File: config.mk
export PLATFORM = sky130hd
export DESIGN_NAME = msrv32_branch_predict_unit
export DESIGN_NICKNAME = d
export VERILOG_FILES = /design/src/rtl/msrv32_branch_predict_unit.sv
export SDC_FILE = /design/constraint.sdc
export NUM_CORES = 1
export LEC_CHECK = 0
export CORE_MARGIN = 2
export CORE_UTILIZATION = 54
export DETAILED_ROUTE_END_ITERATION = 7
export GPL_ROUTABILITY_DRIVEN = 0
export HOLD_SLACK_MARGIN = 0.02
export PLACE_DENSITY_LB_ADDON = 0.2
export SETUP_SLACK_MARGIN = 0.15
export SYNTH_ARGS = -nofsm -noshare
export SYNTH_HDL_FRONTEND = slang
export SYNTH_SLANG_ARGS = --single-unit
File: constraint.sdc
create_clock -name ms_riscv32_mp_clk_in -period 3.8 [get_ports ms_riscv32_mp_clk_in]
set_input_delay 0.38 -clock ms_riscv32_mp_clk_in [delete_from_list [all_inputs] [get_ports ms_riscv32_mp_clk_in]]
set_output_delay 0.38 -clock ms_riscv32_mp_clk_in [all_outputs]
set_load 0.01 [all_outputs]
File: src/rtl/msrv32_branch_predict_unit.sv
// rtl/msrv32_branch_predict_unit.sv - RV32I branch resolver with 2-bit BHT predictor; optional gshare via MSRV32_GSHARE_EN
module msrv32_branch_predict_unit #(
   parameter int XLEN      = 32,
   parameter int BHT_DEPTH = 64
) (
   input  logic            ms_riscv32_mp_clk_in,
   input  logic            ms_riscv32_mp_rst_n_in,
   input  logic            pred_valid_in,
   input  logic [XLEN-1:0] pred_pc_in,
   output logic            pred_valid_out,
   output logic            pred_taken_out,
   input  logic            res_valid_in,
   input  logic [XLEN-1:0] res_pc_in,
   input  logic [XLEN-1:0] rs1_in,
   input  logic [XLEN-1:0] rs2_in,
   input  logic [4:0]      opcode_6_to_2_in,
   input  logic [2:0]      funct3_in,
   input  logic            res_pred_taken_in,
   output logic            res_valid_out,
   output logic            branch_taken_out,
   output logic            mispredict_out,
   output logic [31:0]     mispredict_count_out
);

   localparam int         IDX = $clog2(BHT_DEPTH);
   localparam logic [1:0] WNT = 2'b01;

   logic [1:0]     bht_q [BHT_DEPTH];
   logic [1:0]     bht_d [BHT_DEPTH];
   logic [IDX-1:0] lookup_idx;
   logic [IDX-1:0] update_idx;
   logic           is_cond;
   logic           actual_taken;
   logic           eq, lt_s, lt_u;
   logic           pred_valid_q, pred_valid_d;
   logic           pred_taken_q, pred_taken_d;
   logic           res_valid_q, res_valid_d;
   logic           branch_taken_q, branch_taken_d;
   logic           mispredict_q, mispredict_d;
   logic [31:0]    count_q, count_d;
   logic           unused_pc_bits;

   // PC bits outside the word index never reach the table.
   assign unused_pc_bits = ^{pred_pc_in[XLEN-1:IDX+2], pred_pc_in[1:0],
                             res_pc_in[XLEN-1:IDX+2], res_pc_in[1:0]};

`ifdef MSRV32_GSHARE_EN
   logic [IDX-1:0] ghr_q, ghr_d;

   // Both ports hash with the history as it stands before this cycle's shift.
   assign lookup_idx = pred_pc_in[IDX+1:2] ^ ghr_q;
   assign update_idx = res_pc_in[IDX+1:2] ^ ghr_q;

   // Shift in the resolved direction of every legal conditional branch.
   always_comb begin
      ghr_d = ghr_q;
      if (res_valid_in && is_cond) ghr_d = (ghr_q << 1) | IDX'(actual_taken);
   end

   // History register.
   always_ff @(posedge ms_riscv32_mp_clk_in or negedge ms_riscv32_mp_rst_n_in) begin
      if (!ms_riscv32_mp_rst_n_in) ghr_q <= '0;
      else                         ghr_q <= ghr_d;
   end
`else
   assign lookup_idx = pred_pc_in[IDX+1:2];
   assign update_idx = res_pc_in[IDX+1:2];
`endif

   assign eq   = (rs1_in == rs2_in);
   assign lt_s = ($signed(rs1_in) < $signed(rs2_in));
   assign lt_u = (rs1_in < rs2_in);

   // Decode the resolving instruction into direction and table-update eligibility.
   always_comb begin
      is_cond      = 1'b0;
      actual_taken = 1'b0;
      case (opcode_6_to_2_in)
         5'b11011, 5'b11001: actual_taken = 1'b1;
         5'b11000: begin
            is_cond = 1'b1;
            case (funct3_in)
               3'b000:  actual_taken = eq;
               3'b001:  actual_taken = ~eq;
               3'b100:  actual_taken = lt_s;
               3'b101:  actual_taken = ~lt_s;
               3'b110:  actual_taken = lt_u;
               3'b111:  actual_taken = ~lt_u;
               default: is_cond = 1'b0;
            endcase
         end
         default: ;
      endcase
   end

   // Saturating counter update; the lookup reads bht_q so it sees the old value.
   always_comb begin
      for (int i = 0; i < BHT_DEPTH; i++) bht_d[i] = bht_q[i];
      if (res_valid_in && is_cond) begin
         if (actual_taken) begin
            if (bht_q[update_idx] != 2'b11) bht_d[update_idx] = bht_q[update_idx] + 2'd1;
         end else begin
            if (bht_q[update_idx] != 2'b00) bht_d[update_idx] = bht_q[update_idx] - 2'd1;
         end
      end
   end

   // Next values for the registered lookup/resolve results and the mispredict counter.
   always_comb begin
      pred_valid_d   = pred_valid_in;
      pred_taken_d   = pred_valid_in & bht_q[lookup_idx][1];
      res_valid_d    = res_valid_in;
      branch_taken_d = res_valid_in & actual_taken;
      mispredict_d   = res_valid_in & (actual_taken ^ res_pred_taken_in);
      count_d        = count_q;
      if (mispredict_d && (count_q != 32'hFFFF_FFFF)) count_d = count_q + 32'd1;
   end

   // State registers; reset drops in-flight results and reinitialises the table to WNT.
   always_ff @(posedge ms_riscv32_mp_clk_in or negedge ms_riscv32_mp_rst_n_in) begin
      if (!ms_riscv32_mp_rst_n_in) begin
         for (int i = 0; i < BHT_DEPTH; i++) bht_q[i] <= WNT;
         pred_valid_q   <= 1'b0;
         pred_taken_q   <= 1'b0;
         res_valid_q    <= 1'b0;
         branch_taken_q <= 1'b0;
         mispredict_q   <= 1'b0;
         count_q        <= '0;
      end else begin
         for (int i = 0; i < BHT_DEPTH; i++) bht_q[i] <= bht_d[i];
         pred_valid_q   <= pred_valid_d;
         pred_taken_q   <= pred_taken_d;
         res_valid_q    <= res_valid_d;
         branch_taken_q <= branch_taken_d;
         mispredict_q   <= mispredict_d;
         count_q        <= count_d;
      end
   end

   assign pred_valid_out       = pred_valid_q;
   assign pred_taken_out       = pred_taken_q;
   assign res_valid_out        = res_valid_q;
   assign branch_taken_out     = branch_taken_q;
   assign mispredict_out       = mispredict_q;
   assign mispredict_count_out = count_q;

endmodule
## Yosys cells after proc, flatten, opt, wreduce, memory -nomap -nowiden

Index checks and enable logic that the tools add are counted.
Widths: inputs -> output; s select.

- Logic and storage cells: 125
- Bits of input ports: 141
- Output and inout bits: 37
- Register bits: 165

- Reduce and logical (&&, ||, !) cells: 9
- Bitwise operators: 9
- Add/sub/neg operators: 3
- Order comparisons: 5
- Mux-type cells: 17
- Eq/ne operators: 12

Operators with widths:

| operator | number |
|---|---|
| $mux 128 | 3 |
| $bwmux 128 | 2 |
| $lt 32x32->1 | 2 |
| $add 32x1->32 const B | 1 |
| $eq 32x32->1 | 1 |
| $ne 32x32->1 const B | 1 |
| $bmux 2 s6 | 2 |
| $eq 5x5->1 const B | 3 |
| $ge 7x7->1 const B | 2 |
| $not 6->7 | 2 |
| $demux 2 s6 | 1 |
| $eq 3x3->1 const B | 4 |
| $mux 2 | 5 |
| $lt 7x1->1 const B | 1 |
| $pmux 1 s6 | 1 |
| $reduce_or 6->1 | 1 |
| $reduce_bool 2->1 | 2 |
| $and 1x1->1 | 3 |
| $eq 3x1->1 const B | 1 |
| $logic_and 1x1->1 | 3 |
| $logic_not 3->1 | 1 |
| $not 1->1 | 3 |
| $reduce_and 3->1 | 1 |
| $add 2x1->2 const B | 1 |
| other kinds (7) | 8 |

## Depth between registers and ports, before layout

- Depth in word-level cells: 8
- Depth in mapped cells: 19
- Gate-level depth less buffers: 14

## Worst setup path before layout

Ideal clock, no wire load.

- Path type: input to register
- Start point: in res_pc_in[2]
- End point: reg bht_q[71] in the netlist's numbering
- Arrival: 3.634 ns
- Buffers on the path: 6
- Library setup time: 0.073 ns
- Data required time: 3.727 ns
- Slack: 0.093 ns
- Stages: 16
- Path through: clkbuf_1 nand2_1 or2_2 clkbuf_1 clkbuf_1 o22ai_1 nor4_1 nor2_1 nor4_1 clkbuf_1 ha_1 or4_4 buf_6 buf_6 a21boi_1 a2bb2oi_2

- Longest elaborated chain between the ends: 8
- Elaborated cells between the ends (all ways): 21
- Those cells by class: 2 x add/sub; 2 x order compare; 2 x eq/ne; 10 x mux; 1 x bitwise; 4 x reduce/logical

RTL lines:

| item | RTL line | source |
|---|---|---|
| from (decl) | 13 | `input logic [XLEN-1:0] res_pc_in,` |
| $not 6->7 (not written as such) (*) | 101, 103 |  |
| $bmux 2 s6, or another cell as far along | 101, 103 |  |
| $mux 2 (not written as such) or $logic_and 1x1->1 (tied branches) | 101, 103 |  |
| $mux 2 (not written as such) | 101, 103 |  |
| $sub 2x1->2, or another cell as far along | 103 | `if (bht_q[update_idx] != 2'b00) bht_d[update_idx] = bht_q[update_idx] - 2'd1;` |
| $bwmux 128 (on tied branches) | 103, 101 |  |
| $mux 128 (on tied branches) | 103, 101 |  |
| $mux 128 | 100 | `if (actual_taken) begin` |
| to (decl) | 28 | `logic [1:0] bht_q [BHT_DEPTH];` |

Every way passes the cells marked *; elsewhere a longest branch is shown, timed or not. The select of a mux whose other input is x is not followed.
A chain may end at the register's enable or synchronous reset.

## Final worst setup path

- Start point: in res_pc_in[3]
- End point: reg bht_q[49] in the netlist's numbering

The elaborated chain is that of the path after synthesis.

==> summary by stage <==
Run status
The run finished, with violations left. The checks that failed: hold timing.

CTS
The total clock sinks is 165. TritonCTS built the clock tree. The clock tree synthesis step divided the H-tree into 4 levels. The post-cts hold buffer count is 0. The clock passes through at most 2 buffers. The cell chosen for the clock root is sky130_fd_sc_hd__clkbuf_16. The clock-pin transition on the worst setup and hold timing paths is 70 ps.

The TritonCTS buffer count is 17. The latest clock arrival within the worst-skew pair is 440 ps.

Layout
The filler cell count in the final layout is 1257. The cell area after layout is 0.01333 mm^2. In the final layout, the share of cells above drive strength 1 is 0.3209. The number of nets in the final layout is 1319. The number of antenna diodes in the final layout is 0. The area growth from synthesis to layout is 32.96%. The finished layout holds 1385 standard cells, fillers aside.

The register area is 0.004209 mm^2. In the final layout, the multi-input gates occupy 0.005550 mm^2.

Synthesis
The netlist area before placement is 0.01003 mm^2. Summed over all instances, the cell type with the most area after synthesis is sky130_fd_sc_hd__dfrtp_1. The number of storage elements in the synthesis netlist is 165. For this run, asynchronously set or reset flops after synthesis account for 1.000. Counting instances in the post-synthesis netlist gives the leading cell types as sky130_fd_sc_hd__dfrtp_1, sky130_fd_sc_hd__nor2_1, sky130_fd_sc_hd__a21oi_1, sky130_fd_sc_hd__a31oi_1, sky130_fd_sc_hd__dfstp_2. The synthesized netlist contains 63 unique library cells. The synthesized area per cell is 10.55 um^2.

The count of yosys warnings during synthesis is 0. When the netlist entered floorplanning its net count stood at 1127. In the post-synthesis netlist, the biggest area contributors are sky130_fd_sc_hd__dfrtp_1, sky130_fd_sc_hd__dfstp_2, sky130_fd_sc_hd__a2bb2oi_2, sky130_fd_sc_hd__mux4_2, sky130_fd_sc_hd__ha_1. In this run, synthesis inferred 0 flip-flops with an integrated enable. Of the post-synthesis cell area, the dominant cell type holds 0.2520. The most frequently used flop master after synthesis is sky130_fd_sc_hd__dfrtp_1.

The most frequently used cell type in the post-synthesis netlist is sky130_fd_sc_hd__dfrtp_1. The sequential element share of the synthesized area is 0.4197. The number of instances in the synthesized netlist is 951.

Hold path
The tightest min-delay check is of the primary input to async pin type.

Global route
The total grt overflow is 0. Entering global routing, the biggest net connects 89 pins. The number of antenna violations at the first check in global routing is 0. The wire length of the first global-routing pass is 47.67 mm.

The via count of the first global-routing pass is 9008. The total global routing track utilization is 0.3041.

STA
The slew of the pin with the lowest slew margin is 811.8 ps. After routing, the total negative slack on setup checks comes to 0 ps. The tightest hold path in the finished design has a slack of -12.71 ps.

The final count of negative-setup-slack endpoints is 0. Setup repair after global routing left no endpoint under its margin. The highest attainable clock frequency is 278.9 MHz. The worst max-slew margin expressed relative to the limit is 0.4588.

The largest clock skew in the final design is 12.75 ps. The number of hold violations in the final report is 2. The time the final worst path needs with I/O delays and setup is 3586 ps.

The setup slack after layout is 214.4 ps. The max-slew violation count is 0. Of the available clock period, the critical path in the final layout requires 0.9436.

Critical path
The standard cell with the maximum stage delay on the critical path is sky130_fd_sc_hd__or4_4. The category of the worst setup path launch point is a primary input. The capture instance of the worst register-to-register path is bht_q[49]$_DFFE_PN0P_. For this run, the slowest stage of the critical path takes 620 ps.

The end of the critical path is bht_q[49]$_DFFE_PN0P_. The worst register-to-register path has a setup slack of 330 ps. The timing startpoint of the critical path is res_pc_in[3].

Counting cells, the worst reg-to-reg path comes to 14. Of all nets on the critical path, the largest fanout is 14. STA classifies the critical path endpoint as a register. Data on the critical path is required at its endpoint by 4170 ps. Traced cell by cell, the critical path runs through dlygate4sd2_1 -> buf_6 -> or3b_2 -> buf_8 -> o22ai_1 -> nor4_2 -> buf_4 -> o22ai_2 -> nor4_4 -> buf_4 -> ha_1 -> or4_4 -> buf_12 -> buf_12 -> a21boi_1 -> a2bb2oi_2. The worst path arrival time is 3960 ps. The critical path start-end classification is primary input to register.

Die
The number of placed I/O pins is 178. From bottom edge to top edge, the die measures 140.3 um. The die footprint is 0.01968 mm^2. The effective utilization at floorplan is 0.5545. The die outline width is 140.3 um.

The placeable core region is 0.01809 mm^2. In this run the core area contains 49 standard-cell rows.

Place
Timing analysis after detailed placement gives a worst setup slack of -589.4 ps. The cell area after placement is 0.01219 mm^2. In this run the tool buffered the top-level ports with 125 buffer cells. Detailed placement ended at an HPWL of 19.61 mm.

Counting tap cells, the placed design contains a total of 1331 instances.

Drt
After detailed routing, the number of remaining DRC violations is 0. The first routing iteration left 831 violations. The wire length the detailed router placed on met1 is 11.95 mm. The via total after detailed routing is 8892. Dividing the detail-routed wire length by the instance count gives 21.01 um. Once detail routing completed, the nets flagged for antenna violations numbered 0. The number of search-and-repair iterations in the first detailed-routing pass is 5. The routed design uses 2.418 mm of met3 wire. The wire length after detailed routing is 29.10 mm. Signal routing reaches up to met4. After detailed routing, the met2 layer carries 13.87 mm of wire. The number of vias per cell is 6.420.

Pwr
The analysis attributes to cell leakage a power of 0.005348 uW. Power spread over the standard cell area amounts to 324.4 mW/mm^2. The maximum resistive drop on vdd is 0.3160 mV.

Job
The tool flagged a number of max-cap violations equal to 0.
## critical path: cells and delay by family
| kind | cells | cell delay (ps) |
|---|---|---|
| fa+ha+maj | 1 | 300 |
| compound gates | 4 | 710 |
| buf+inv | 7 | 1220 |
| simple gates | 4 | 1320 |
## per-layer routing
layer	global-route usage	vias to the layer above
li1	-	4044
met1	0.4056	4345
met2	0.4941	422
met3	0.06940	81
met4	0.1015	0
met5	0	-
## where the power goes
| part | internal (uW) | leakage [uW] | total [uW] | switching, uW |
|---|---|---|---|---|
| logic | 337 | 0.00300 | 676 | 340 |
| registers | 1810 | 0.00206 | 1860 | 56.2 |
| clock network | 950 | 0.000297 | 1790 | 837 |
| total | 3090 | 0.00535 | 4330 | 1230 |
## logic make-up after synthesis
family,share of synthesized area
flip-flops,0.4197
AND/OR/NAND/NOR,0.1100
buffers and inverters,0.05003
AO/OA/AOI/OAI,0.2984
adder cells (fa/ha/maj),0.04367
XOR/XNOR,0.02882
multiplexers,0.04928
## through the flow
stage                     power [uW]  utilization
final                           4325       0.7373
after floorplan                 2172            -
after global routing            4480       0.7373
after global placement          2518       0.6740
after detailed placement        2523       0.6740
after CTS                       4320       0.7324
## timing repair
action / 4_1_cts / 5_1_grt
setup buffers: 14 / 2
pin swaps: 12 / 8
gates resized for setup: 53 / 19
gates cloned: 6 / 0
endpoints found under the setup margin: 128 / 128
## cell type report
type,instances,area share
Multi-Input combinational cell,674,0.4163
Sequential cell,165,0.3157
Timing Repair Buffer,246,0.1899
Clock buffer,17,0.03190
Tap cell,229,0.02149
Clock inverter,15,0.01379
Inverter,39,0.01098
## layout by cell type (no fill, tap or decap), types with 3 or more instances in the layout
cell type                         netlist  routed
sky130_fd_sc_hd__dfstp_2               64      64
sky130_fd_sc_hd__inv_1                 39      39
sky130_fd_sc_hd__a21boi_1              32      28
sky130_fd_sc_hd__a31oi_1               65      65
sky130_fd_sc_hd__buf_16                 0       4
sky130_fd_sc_hd__buf_12                 0      18
sky130_fd_sc_hd__nor4_1                12       4
sky130_fd_sc_hd__a221oi_1               4       3
sky130_fd_sc_hd__nand2_1               23      21
sky130_fd_sc_hd__mux4_2                21      21
sky130_fd_sc_hd__a21boi_2              28      35
sky130_fd_sc_hd__or2_4                  0       3
sky130_fd_sc_hd__clkbuf_16              0      17
sky130_fd_sc_hd__dfrtp_1              101     101
sky130_fd_sc_hd__and4_1                 4       4
sky130_fd_sc_hd__clkdlybuf4s50_1        0     121
sky130_fd_sc_hd__o22ai_1               33      32
sky130_fd_sc_hd__and2_1                 6       5
sky130_fd_sc_hd__and3_1                14      13
sky130_fd_sc_hd__o21ai_0                7       4
sky130_fd_sc_hd__nand3b_1               5       5
sky130_fd_sc_hd__a2bb2oi_2             55      56
sky130_fd_sc_hd__ha_1                  35      35
sky130_fd_sc_hd__inv_8                  0       7
sky130_fd_sc_hd__nand4_1               25      25
sky130_fd_sc_hd__a41o_1                 3       3
sky130_fd_sc_hd__xnor2_1               31      31
sky130_fd_sc_hd__buf_6                  7      10
sky130_fd_sc_hd__a21o_1                 3       3
sky130_fd_sc_hd__a21oi_1               77      77
sky130_fd_sc_hd__nand3_1               21      20
sky130_fd_sc_hd__a2bb2oi_1              9       8
sky130_fd_sc_hd__buf_4                  0      87
sky130_fd_sc_hd__nor2_1                83      83
sky130_fd_sc_hd__a22oi_1               28      26
sky130_fd_sc_hd__nor4_2                 0       6
## how the worst min path moves through the flow
stage                                         startpoint                              endpoint  slack (ps)  depth (start not counted)
finish                            ms_riscv32_mp_rst_n_in                 bht_q[63]$_DFFE_PN0P_         -10                          1
CTS                               ms_riscv32_mp_rst_n_in                 bht_q[63]$_DFFE_PN0P_          30                          1
global route                      ms_riscv32_mp_rst_n_in                 bht_q[63]$_DFFE_PN0P_          40                          1
global placement    mispredict_count_out[16]$_DFFE_PN0P_  mispredict_count_out[16]$_DFFE_PN0P_         480                          1
detailed placement  mispredict_count_out[16]$_DFFE_PN0P_  mispredict_count_out[16]$_DFFE_PN0P_         480                          1
floorplan                         ms_riscv32_mp_rst_n_in                bht_q[101]$_DFFE_PN0P_          80                          0
Note: power is estimated with default switching activity, not from simulation.
